### src/rtl/decode_pkg.sv
// decode_pkg: opcodes, operation bit indices and the decoded-entry type shared by the decode stage
package decode_pkg;
  localparam int INSTR_W = 48;
  localparam int XLEN = 32;
  localparam logic [6:0] OP_R = 7'h33, OP_IMM = 7'h13, OP_LOAD = 7'h03, OP_STORE = 7'h23;
  localparam logic [6:0] OP_BRANCH = 7'h63, OP_JAL = 7'h6F, OP_JALR = 7'h67, OP_LUI = 7'h37;
  localparam logic [6:0] OP_AUIPC = 7'h17, OP_SYSTEM = 7'h73, OP_FENCE = 7'h0F;
  localparam logic [5:0] I_ADD = 6'd0, I_SUB = 6'd1, I_XOR = 6'd2, I_OR = 6'd3, I_AND = 6'd4;
  localparam logic [5:0] I_SLL = 6'd5, I_SRL = 6'd6, I_SRA = 6'd7, I_SLT = 6'd8, I_SLTU = 6'd9;
  localparam logic [5:0] I_ADDI = 6'd10, I_XORI = 6'd11, I_ORI = 6'd12, I_ANDI = 6'd13, I_SLLI = 6'd14;
  localparam logic [5:0] I_SRLI = 6'd15, I_SRAI = 6'd16, I_SLTI = 6'd17, I_SLTIU = 6'd18;
  localparam logic [5:0] I_LB = 6'd19, I_LH = 6'd20, I_LW = 6'd21, I_LBU = 6'd22, I_LHU = 6'd23;
  localparam logic [5:0] I_SB = 6'd24, I_SH = 6'd25, I_SW = 6'd26;
  localparam logic [5:0] I_BEQ = 6'd27, I_BNE = 6'd28, I_BLT = 6'd29, I_BGE = 6'd30, I_BLTU = 6'd31, I_BGEU = 6'd32;
  localparam logic [5:0] I_JAL = 6'd33, I_JALR = 6'd34, I_LUI = 6'd35, I_AUIPC = 6'd36;
  localparam logic [5:0] I_ECALL = 6'd37, I_EBREAK = 6'd38, I_FENCE = 6'd39;
  localparam logic [5:0] I_MUL = 6'd40, I_MULH = 6'd41, I_MULHU = 6'd42, I_MULHSU = 6'd43;
  localparam logic [5:0] I_DIV = 6'd44, I_DIVU = 6'd45, I_REM = 6'd46, I_REMU = 6'd47;
  typedef struct packed {
    logic [INSTR_W-1:0] instructions;
    logic [4:0] rs1;
    logic [4:0] rs2;
    logic [4:0] rd;
    logic [XLEN-1:0] imm;
    logic [XLEN-1:0] pc;
    logic illegal;
  } entry_t;
endpackage

### src/rtl/decode_stage_rv32im_decode_comb.sv
// rv32im_decode_comb: purely combinational RV32IM instruction word to one-hot op, fields and immediate
module rv32im_decode_comb import decode_pkg::*; (
  input  logic [31:0] i_instr,
  output logic [INSTR_W-1:0] o_instructions,
  output logic [4:0] o_rs1,
  output logic [4:0] o_rs2,
  output logic [4:0] o_rd,
  output logic [XLEN-1:0] o_imm,
  output logic o_illegal
);
  logic [6:0] w_op, w_f7;
  logic [2:0] w_f3;
  logic [5:0] w_idx;
  logic w_ok;
  assign w_op = i_instr[6:0];
  assign w_f3 = i_instr[14:12];
  assign w_f7 = i_instr[31:25];
  assign o_rs1 = i_instr[19:15];
  assign o_rs2 = i_instr[24:20];
  assign o_rd = i_instr[11:7];
  assign o_illegal = !w_ok;
  assign o_instructions = w_ok ? {{(INSTR_W-1){1'b0}}, 1'b1} << w_idx : '0;
  assign o_imm = (w_op == OP_IMM || w_op == OP_LOAD || w_op == OP_JALR || w_op == OP_SYSTEM || w_op == OP_FENCE)
                   ? {{(XLEN-12){i_instr[31]}}, i_instr[31:20]}
               : w_op == OP_STORE ? {{(XLEN-12){i_instr[31]}}, i_instr[31:25], i_instr[11:7]}
               : w_op == OP_BRANCH ? {{(XLEN-13){i_instr[31]}}, i_instr[31], i_instr[7], i_instr[30:25], i_instr[11:8], 1'b0}
               : (w_op == OP_LUI || w_op == OP_AUIPC) ? {i_instr[31:12], 12'h000}
               : w_op == OP_JAL ? {{(XLEN-21){i_instr[31]}}, i_instr[31], i_instr[19:12], i_instr[20], i_instr[30:21], 1'b0}
               : '0;
  // select the operation index and flag encodings outside RV32IM
  always_comb begin
    w_ok = 1'b1;
    w_idx = I_ADD;
    case (w_op)
      OP_R: case (w_f7)
        7'h00: case (w_f3)
          3'd0: w_idx = I_ADD;
          3'd1: w_idx = I_SLL;
          3'd2: w_idx = I_SLT;
          3'd3: w_idx = I_SLTU;
          3'd4: w_idx = I_XOR;
          3'd5: w_idx = I_SRL;
          3'd6: w_idx = I_OR;
          default: w_idx = I_AND;
        endcase
        7'h20: begin
          w_idx = w_f3 == 3'd0 ? I_SUB : I_SRA;
          w_ok = w_f3 == 3'd0 || w_f3 == 3'd5;
        end
        7'h01: case (w_f3)
          3'd0: w_idx = I_MUL;
          3'd1: w_idx = I_MULH;
          3'd2: w_idx = I_MULHSU;
          3'd3: w_idx = I_MULHU;
          3'd4: w_idx = I_DIV;
          3'd5: w_idx = I_DIVU;
          3'd6: w_idx = I_REM;
          default: w_idx = I_REMU;
        endcase
        default: w_ok = 1'b0;
      endcase
      OP_IMM: case (w_f3)
        3'd0: w_idx = I_ADDI;
        3'd1: begin
          w_idx = I_SLLI;
          w_ok = w_f7 == 7'h00;
        end
        3'd2: w_idx = I_SLTI;
        3'd3: w_idx = I_SLTIU;
        3'd4: w_idx = I_XORI;
        3'd5: begin
          w_idx = w_f7[5] ? I_SRAI : I_SRLI;
          w_ok = w_f7 == 7'h00 || w_f7 == 7'h20;
        end
        3'd6: w_idx = I_ORI;
        default: w_idx = I_ANDI;
      endcase
      OP_LOAD: case (w_f3)
        3'd0: w_idx = I_LB;
        3'd1: w_idx = I_LH;
        3'd2: w_idx = I_LW;
        3'd4: w_idx = I_LBU;
        3'd5: w_idx = I_LHU;
        default: w_ok = 1'b0;
      endcase
      OP_STORE: case (w_f3)
        3'd0: w_idx = I_SB;
        3'd1: w_idx = I_SH;
        3'd2: w_idx = I_SW;
        default: w_ok = 1'b0;
      endcase
      OP_BRANCH: case (w_f3)
        3'd0: w_idx = I_BEQ;
        3'd1: w_idx = I_BNE;
        3'd4: w_idx = I_BLT;
        3'd5: w_idx = I_BGE;
        3'd6: w_idx = I_BLTU;
        3'd7: w_idx = I_BGEU;
        default: w_ok = 1'b0;
      endcase
      OP_JAL: w_idx = I_JAL;
      OP_JALR: begin
        w_idx = I_JALR;
        w_ok = w_f3 == 3'd0;
      end
      OP_LUI: w_idx = I_LUI;
      OP_AUIPC: w_idx = I_AUIPC;
      OP_SYSTEM: begin
        w_idx = i_instr[20] ? I_EBREAK : I_ECALL;
        w_ok = i_instr[31:21] == 11'd0 && i_instr[19:7] == 13'd0;
      end
      OP_FENCE: begin
        w_idx = I_FENCE;
        w_ok = w_f3 == 3'd0;
      end
      default: w_ok = 1'b0;
    endcase
  end
endmodule

### src/rtl/decode_stage.sv
// decode_stage: RV32IM decode with a 2-entry skid buffer between fetch and execute
module decode_stage #(
  parameter int INSTR_W = 48,
  parameter int XLEN = 32
) (
  input  logic clk,
  input  logic rst,
  input  logic flush,
  input  logic in_valid,
  output logic in_ready,
  input  logic [31:0] in_instr,
  input  logic [XLEN-1:0] in_pc,
  output logic out_valid,
  input  logic out_ready,
  output logic [INSTR_W-1:0] instructions,
  output logic [4:0] rs1_addr,
  output logic [4:0] rs2_addr,
  output logic [4:0] rd_addr,
  output logic [XLEN-1:0] imm,
  output logic [XLEN-1:0] pc_out,
  output logic illegal
);
  import decode_pkg::*;
  localparam logic [1:0] S_EMPTY = 2'd0, S_ONE = 2'd1, S_FULL = 2'd2;
  logic [1:0] r_state, w_next;
  logic r_in_ready, r_out_valid, w_acc, w_con, w_ill;
  logic [INSTR_W-1:0] w_ins;
  logic [4:0] w_rs1, w_rs2, w_rd;
  logic [XLEN-1:0] w_imm;
  entry_t r_head, r_skid, w_dec;
  rv32im_decode_comb u_dec (
    .i_instr(in_instr),
    .o_instructions(w_ins),
    .o_rs1(w_rs1),
    .o_rs2(w_rs2),
    .o_rd(w_rd),
    .o_imm(w_imm),
    .o_illegal(w_ill)
  );
  assign w_dec = {w_ins, w_rs1, w_rs2, w_rd, w_imm, in_pc, w_ill};
  assign w_acc = in_valid && r_in_ready;
  assign w_con = r_out_valid && out_ready;
  assign w_next = r_state == S_EMPTY ? (w_acc ? S_ONE : S_EMPTY)
                : r_state == S_ONE ? (w_acc == w_con ? S_ONE : w_acc ? S_FULL : S_EMPTY)
                : (w_con ? S_ONE : S_FULL);
  assign in_ready = r_in_ready;
  assign out_valid = r_out_valid;
  assign instructions = r_head.instructions;
  assign rs1_addr = r_head.rs1;
  assign rs2_addr = r_head.rs2;
  assign rd_addr = r_head.rd;
  assign imm = r_head.imm;
  assign pc_out = r_head.pc;
  assign illegal = r_head.illegal;
  // buffer state and registered handshake flags; flush empties the buffer ahead of any transfer
  always_ff @(posedge clk or posedge rst) begin
    if (rst) begin
      r_state <= S_EMPTY;
      r_in_ready <= 1'b1;
      r_out_valid <= 1'b0;
    end else begin
      r_state <= flush ? S_EMPTY : w_next;
      r_in_ready <= flush || w_next != S_FULL;
      r_out_valid <= !flush && w_next != S_EMPTY;
    end
  end
  // head takes the new word when it is free or being consumed, otherwise the skid slot does
  always_ff @(posedge clk or posedge rst) begin
    if (rst) begin
      r_head <= '0;
      r_skid <= '0;
    end else if (!flush) begin
      if (w_acc && (r_state == S_EMPTY || w_con)) r_head <= w_dec;
      else if (r_state == S_FULL && w_con) r_head <= r_skid;
      if (w_acc && r_state == S_ONE && !w_con) r_skid <= w_dec;
    end
  end
endmodule

### config.mk
export PLATFORM = sky130hd
export DESIGN_NAME = decode_stage
export DESIGN_NICKNAME = d
export VERILOG_FILES = /design/src/rtl/decode_pkg.sv /design/src/rtl/decode_stage_rv32im_decode_comb.sv /design/src/rtl/decode_stage.sv
export SDC_FILE = /design/constraint.sdc
export NUM_CORES = 1
export LEC_CHECK = 0
export BUFFER_PORTS_ARGS = -buffer_cell sky130_fd_sc_hd__buf_2
export CAP_MARGIN = 15
export CORE_ASPECT_RATIO = 1.4
export CORE_MARGIN = 10
export CORE_UTILIZATION = 35
export CTS_BUF_LIST = sky130_fd_sc_hd__clkbuf_16
export DETAILED_ROUTE_END_ITERATION = 8
export PLACE_DENSITY = 0.55
export SLEW_MARGIN = 5
export SYNTH_ARGS = -nofsm -noshare
export SYNTH_HDL_FRONTEND = slang
export SYNTH_SLANG_ARGS = --single-unit
### constraint.sdc
create_clock -name clk -period 12.4 [get_ports clk]
set_input_delay 1.86 -clock clk [delete_from_list [all_inputs] [get_ports clk]]
set_output_delay 1.86 -clock clk [all_outputs]
set_load 0.1 [all_outputs]
## Word level (Yosys, flattened, before mapping)

Cells that the tools add are included.

| storage, ports and cells | value |
|---|---|
| flip-flop bits (word level) | 260 |
| bits of input ports | 69 |
| output and inout bits | 130 |
| word-level logic and storage cells | 110 |

| cells by class | value |
|---|---|
| equal/unequal tests | 24 |
| shift operators | 1 |
| mux-type cells | 32 |
| bitwise logic cells | 1 |
| reduce and logical (&&, ||, !) cells | 35 |

Operators by type and width:

| operator | number |
|---|---|
| $mux W128 | 2 |
| $mux W32 | 5 |
| $pmux W6 S11 | 1 |
| $mux W48 | 1 |
| $shl A1 B6 Y48 const A | 1 |
| $pmux W6 S7 | 1 |
| $pmux W6 S6 | 1 |
| $eq A7 B6 Y1 const B | 4 |
| $eq A7 B7 Y1 const B | 4 |
| $pmux W4 S7 | 1 |
| $pmux W5 S5 | 1 |
| $pmux W3 S7 | 1 |
| $pmux W6 S3 | 1 |
| $pmux W5 S3 | 1 |
| $eq A7 B5 Y1 const B | 2 |
| $mux W2 | 7 |
| $logic_not A13 Y1 | 1 |
| $eq A3 B3 Y1 const B | 4 |
| $logic_not A11 Y1 | 1 |
| $logic_or A1 B1 Y1 | 9 |
| $logic_and A1 B1 Y1 | 8 |
| $pmux W1 S8 | 1 |
| $eq A7 B1 Y1 const B | 1 |
| $eq A7 B2 Y1 const B | 1 |
| other kinds (22) | 33 |

## Logic depth before layout (Yosys ltp)

| logic depth | value |
|---|---|
| depth after elaboration | 7 |
| mapped depth | 11 |
| mapped depth without buffers | 6 |

## By module

Synthesis repeated with hierarchy kept, for this count alone.

| unflattened totals | value |
|---|---|
| cells, all modules | 1206 |
| area, all modules | 14308.7 um^2 |

Modules (own cells, without submodules):

| module | times used | cells an instance | area an instance (um^2) | sequential area each (um^2) |
|---|---|---|---|---|
| decode_stage | 1 | 890 | 12229.2 | 6507.5 |
| rv32im_decode_comb | 1 | 316 | 2079.5 | 0.0 |

## Least setup slack after synthesis

OpenSTA, ideal clock, no wires.

| timing | value |
|---|---|
| kind | input to register |
| start point | in in_instr[14] |
| end point | reg r_skid[82] (netlist bit) |
| library setup time | 77 ps |
| data arrival time | 3771 ps |
| data required time | 12323 ps |
| path slack | 8553 ps |
| stages on the path | 11 |
| buffers on the path | 5 |
| cells stage by stage | buf_2 -> buf_6 -> buf_6 -> nor3_1 -> and4_1 -> nand4_1 -> o2111ai_2 -> buf_6 -> or4b_4 -> buf_6 -> o21ai_2 |

| between the ends | value |
|---|---|
| longest elaborated chain between the ends | 6 |
| elaborated cells on any way between the ends | 31 |
| classes of those cells | eq/ne (7); shift (1); mux (16); reduce/logical (7) |

Ends and longest elaborated chain:

| element | line | text |
|---|---|---|
| from (decl) | decode_stage.sv:11 | `input logic [31:0] in_instr,` |
| $eq A3 B3 Y1, or another cell as far along | -- |  |
| $pmux W3 S7, or another cell as far along | decode_stage_rv32im_decode_comb.sv:50 | `7'h01: case (w_f3)` |
| $pmux W6 S3 | decode_stage_rv32im_decode_comb.sv:35 | `OP_R: case (w_f7)` |
| $pmux W6 S11 | decode_stage_rv32im_decode_comb.sv:34 | `case (w_op)` |
| $shl A1 B6 Y48 | decode_stage_rv32im_decode_comb.sv:22 | `assign o_instructions = w_ok ? {{(INSTR_W-1){1'b0}}, 1'b1} << w_idx : '0;` |
| $mux W48 (*) | decode_stage_rv32im_decode_comb.sv:22 |  |
| to (signal assigned) | decode_stage.sv:75 | `if (w_acc && r_state == S_ONE && !w_con) r_skid <= w_dec;` |
| to (decl) | decode_stage.sv:30 | `entry_t r_head, r_skid, w_dec;` |

Every way passes the cells marked *; elsewhere a longest branch is shown, timed or not.
A chain may end at the register's enable or synchronous reset.

## Worst setup path after layout

| timing | value |
|---|---|
| start point | in in_instr[4] |
| end point | reg r_head (netlist bit instructions[43]) |

| between the ends | value |
|---|---|
| longest elaborated chain between the ends | 5 |
| elaborated cells on any way between the ends | 18 |
| classes of those cells | eq/ne (11); shift (1); mux (4); reduce/logical (2) |

Ends and longest elaborated chain:

| element | line | text |
|---|---|---|
| $eq A7 B7 Y1, or another cell as far along | decode_stage_rv32im_decode_comb.sv:34 |  |
| $reduce_or A3 Y1 (no line), or another cell as far along | -- |  |
| $pmux W1 S8 / $shl A1 B6 Y48 (equally long branches) | decode_stage_rv32im_decode_comb.sv:34, decode_stage_rv32im_decode_comb.sv:22 |  |
| $mux W48 (*) | decode_stage_rv32im_decode_comb.sv:22 |  |
| $mux W128 (*) | decode_stage.sv:73 | `if (w_acc && (r_state == S_EMPTY \|\| w_con)) r_head <= w_dec;` |
| to (signal assigned) | decode_stage.sv:73 |  |
| to (signal assigned) | decode_stage.sv:74 | `else if (r_state == S_FULL && w_con) r_head <= r_skid;` |
| to (decl) | decode_stage.sv:30 |  |

Marks and branches as above.

==> results.json <==
{
  "drcViolationCount": 0,
  "vdd_drop_max_mv": 0.181,
  "cap_violations": 0,
  "post_drt_wl_per_cell_um": 20.0,
  "nets": 1565,
  "switchingPower_mw": 1.73,
  "synthArstFlopShare": 1.00,
  "start_util": 0.355,
  "dpl.hpwl_mm": 26.0,
  "post_cts_resized": 0,
  "area_growth_pct": 17.6,
  "worstPathMaxFanout": 23,
  "hold_path_class": "register to register",
  "critPathSlowestCell": "nor2_1",
  "clkLatencyLatePin_ns": 0.55,
  "place_ws_ns": 7.27,
  "synth_area_per_cell_sq_um": 8.87,
  "relSlewSlack": 0.242,
  "grt_max_degree": 123,
  "grt_pass1_wl_mm": 61.3,
  "fmax_mhz": 216,
  "drt_iter0_drc": 695,
  "swShare": 0.489,
  "via_count": 10490,
  "grt_remaining_overflow": 0,
  "finalHoldViolCount": 0,
  "internal_power_mw": 1.81,
  "synth-seq-area-share": 0.537,
  "cts_hold_buffers": 0,
  "rows": 80,
  "core_sq_um": 34100,
  "yosysWarnings": 0,
  "crit_buf_inv": 1,
  "numCtsBuffers": 27,
  "ys.flop_type": "dfrtp_1",
  "outcome": "finished, final reports clean",
  "ctsLongestPathBuffers": 3,
  "synth_area_leaders": "dfrtp_1, nand2_1, a21oi_1, nor2_1, o21ai_0",
  "path_delay_family": "simple AND/OR/NAND/NOR gates",
  "crit_required_ns": 12.85,
  "track_usage": 0.180,
  "p_seq_frac": 0.338,
  "grt_pass1_vias": 10266,
  "stdcell_count": 1966,
  "endpoint_kind": "register",
  "drt-pass1-iter-count": 6,
  "chipWidth_um": 177,
  "ys_types": 74,
  "clk_pin_slew_ns": 0.06,
  "yosysTopAreaCell": "dfrtp_1",
  "syn-instance-count": 1365,
  "die_area_sq_um": 42500,
  "dp.cells": 1917,
  "portBuffers": 198,
  "tns_ns": 0,
  "cts.sinks": 260,
  "finalMaxSlewViolations": 0,
  "synth-edff-count": 0,
  "power.leakage_nw": 6.61,
  "startpoint_type": "input port",
  "syn_area_sq_um": 12100,
  "p_clk_frac": 0.242,
  "postCtsSetupBuffers": 0,
  "antenna_left": 0,
  "insertedDiodeCount": 0,
  "setup_violations": 0,
  "worst_slew_pin_slew_ns": 1.13,
  "cts_max_level": 1,
  "setup_ws_ns": 7.78,
  "synth_top_area_frac": 0.535,
  "wl_mm": 39.3,
  "rsz0062_at_grt": "false",
  "drive_gt1_frac": 0.195,
  "die_height_um": 240,
  "syn_nets": 1435,
  "worst_path_largest_cell_delay_ns": 0.84,
  "crit_type": "input port to register",
  "arrival_ns": 5.07,
  "finalCriticalPeriod_ns": 4.62,
  "cts_tree": "yes",
  "gp_congestion": 0.881,
  "synth_seq_cells": 260,
  "via_per_inst": 5.34,
  "period_share": 0.373,
  "skew_ns": 0.0130,
  "power_density_nw_per_um2": 248,
  "io_pins": 199,
  "root_buffer": "clkbuf_16",
  "pwr-share-comb": 0.420,
  "antenna_found_initial": 7,
  "crit_chain": "buf_2 > or3b_1 > nor2_1 > a221oi_1 > and4_1 > or4_1 > o31ai_1"
}
placed cells by master (no fill, tap or decap), drive strengths merged, types with 3 or more instances in the layout:
master / netlist / routed
or3: 13 / 13
mux2: 6 / 6
nand2b: 7 / 7
or2: 4 / 4
dfrtp: 259 / 259
nor3b: 4 / 4
or4: 4 / 4
bufinv: 0 / 5
inv: 9 / 12
clkbuf: 84 / 27
a221oi: 4 / 4
clkinv: 0 / 13
nand4b: 6 / 6
nor4b: 3 / 3
nand3: 34 / 34
nor2: 106 / 106
nor4: 5 / 5
nand4: 11 / 11
nor2b: 4 / 4
o22ai: 19 / 19
a31oi: 53 / 53
nand3b: 9 / 9
nor3: 9 / 9
or3b: 3 / 3
o211ai: 7 / 7
or4b: 3 / 3
and3: 37 / 37
and4: 3 / 3
o21ai: 94 / 94
o21a: 3 / 3
buf: 24 / 209
a21oi: 117 / 117
nand2: 353 / 353
o41ai: 4 / 4
o31ai: 25 / 25
nand4bb: 4 / 4
routing by layer:
layer  GRT usage  part of all wire  wire [um]
met5           0            0.0021         83
met4      0.0546             0.025        977
met3      0.0496             0.073       2850
met2       0.307              0.50      19700
met1       0.216              0.40      15800
sequential cells by signal (all words and copies together) (netlist names):
register      count
r_skid          128
instructions     48
imm              32
pc_out           32
rd_addr           5
rs1_addr          5
rs2_addr          5
r_state           2
illegal           1
in_ready          1
out_valid         1
worst reg2reg max path, cell delays in order, from the launching register on:
cell,delay [ns]
dfrtp_1,0.45
nand3b_1,0.18
a21oi_1,0.33
o21ba_4,0.37
buf_4,0.74
buf_4,0.76
and3_1,0.34
a21oi_1,0.04
o21ai_0,0.11
worst paths after layout:
check / slack, ns / depth (start not counted) / endpoint / from
max: 7.78 / 7 / instructions[43] / in_instr[4]
min: 0.47 / 2 / r_skid[97] / r_skid[97]
max reg2reg: 8.97 / 8 / imm[16] / r_state[1]
min reg2reg: 0.47 / 2 / r_skid[97] / r_skid[97]
max in group asynchronous: 9.32 / 3 / r_skid[72] / rst
min in group asynchronous: 1.49 / 2 / instructions[1] / rst
cells in the mapped netlist, drive strengths merged, types with 5 or more instances:
cell type    n
inv          9
nand4       11
o31ai       25
nor2       106
o21ai       94
a31oi       53
clkbuf      84
or3         13
o211ai       7
nand2b       7
dfrtp      259
nand3b       9
buf         24
nand4b       6
mux2         6
nor4         5
and3        37
a21oi      117
nor3         9
nand3       34
o22ai       19
nand2      353
area by class of cell:
type | instances | area [sq um]
repair buffers | 209 | 1070
inverters | 9 | 41.3
well taps | 451 | 564
flip-flops and latches | 260 | 6510
clock buffers | 27 | 676
clock inverters | 22 | 238
fillers | 3439 | 19900
multi-input cells | 988 | 5140
through the flow:
stage          area, sq um  hold WS, ns  total power, mW  utilization
2_1_floorplan        12100        0.435             2.40            -
3_3_place_gp         13300        0.450             2.69        0.390
3_5_place_dp         13300        0.457             2.71        0.390
4_1_cts              14200        0.471             3.57        0.417
5_1_grt              14200        0.486             3.70        0.417
6_report             14200        0.466             3.53        0.417
cells by family (layout without fill, tap and decap cells):
| family | count (synthesis) | count (layout) | synth area share |
|---|---|---|---|
| AND/OR/NAND/NOR | 628 | 628 | 0.237 |
| AO/OA/AOI/OAI | 349 | 349 | 0.174 |
| flip-flops | 260 | 260 | 0.537 |
| buffers and inverters | 117 | 267 | 0.0420 |
| multiplexers | 8 | 8 | 0.00723 |
| XOR/XNOR | 2 | 2 | 0.00145 |
| adder cells (fa/ha/maj) | 1 | 1 | 0.00103 |
power groups by stage:
stage / clock, mW / sequential [mW] / combinational (mW)
CTS: 0.875 / 1.19 / 1.50
detailed placement: 0 / 1.21 / 1.50
finish: 0.854 / 1.19 / 1.48
global placement: 0 / 1.20 / 1.49
global route: 0.907 / 1.22 / 1.57
floorplan: 0 / 2.08 / 0.324
Power figures use the tool's default switching activity.
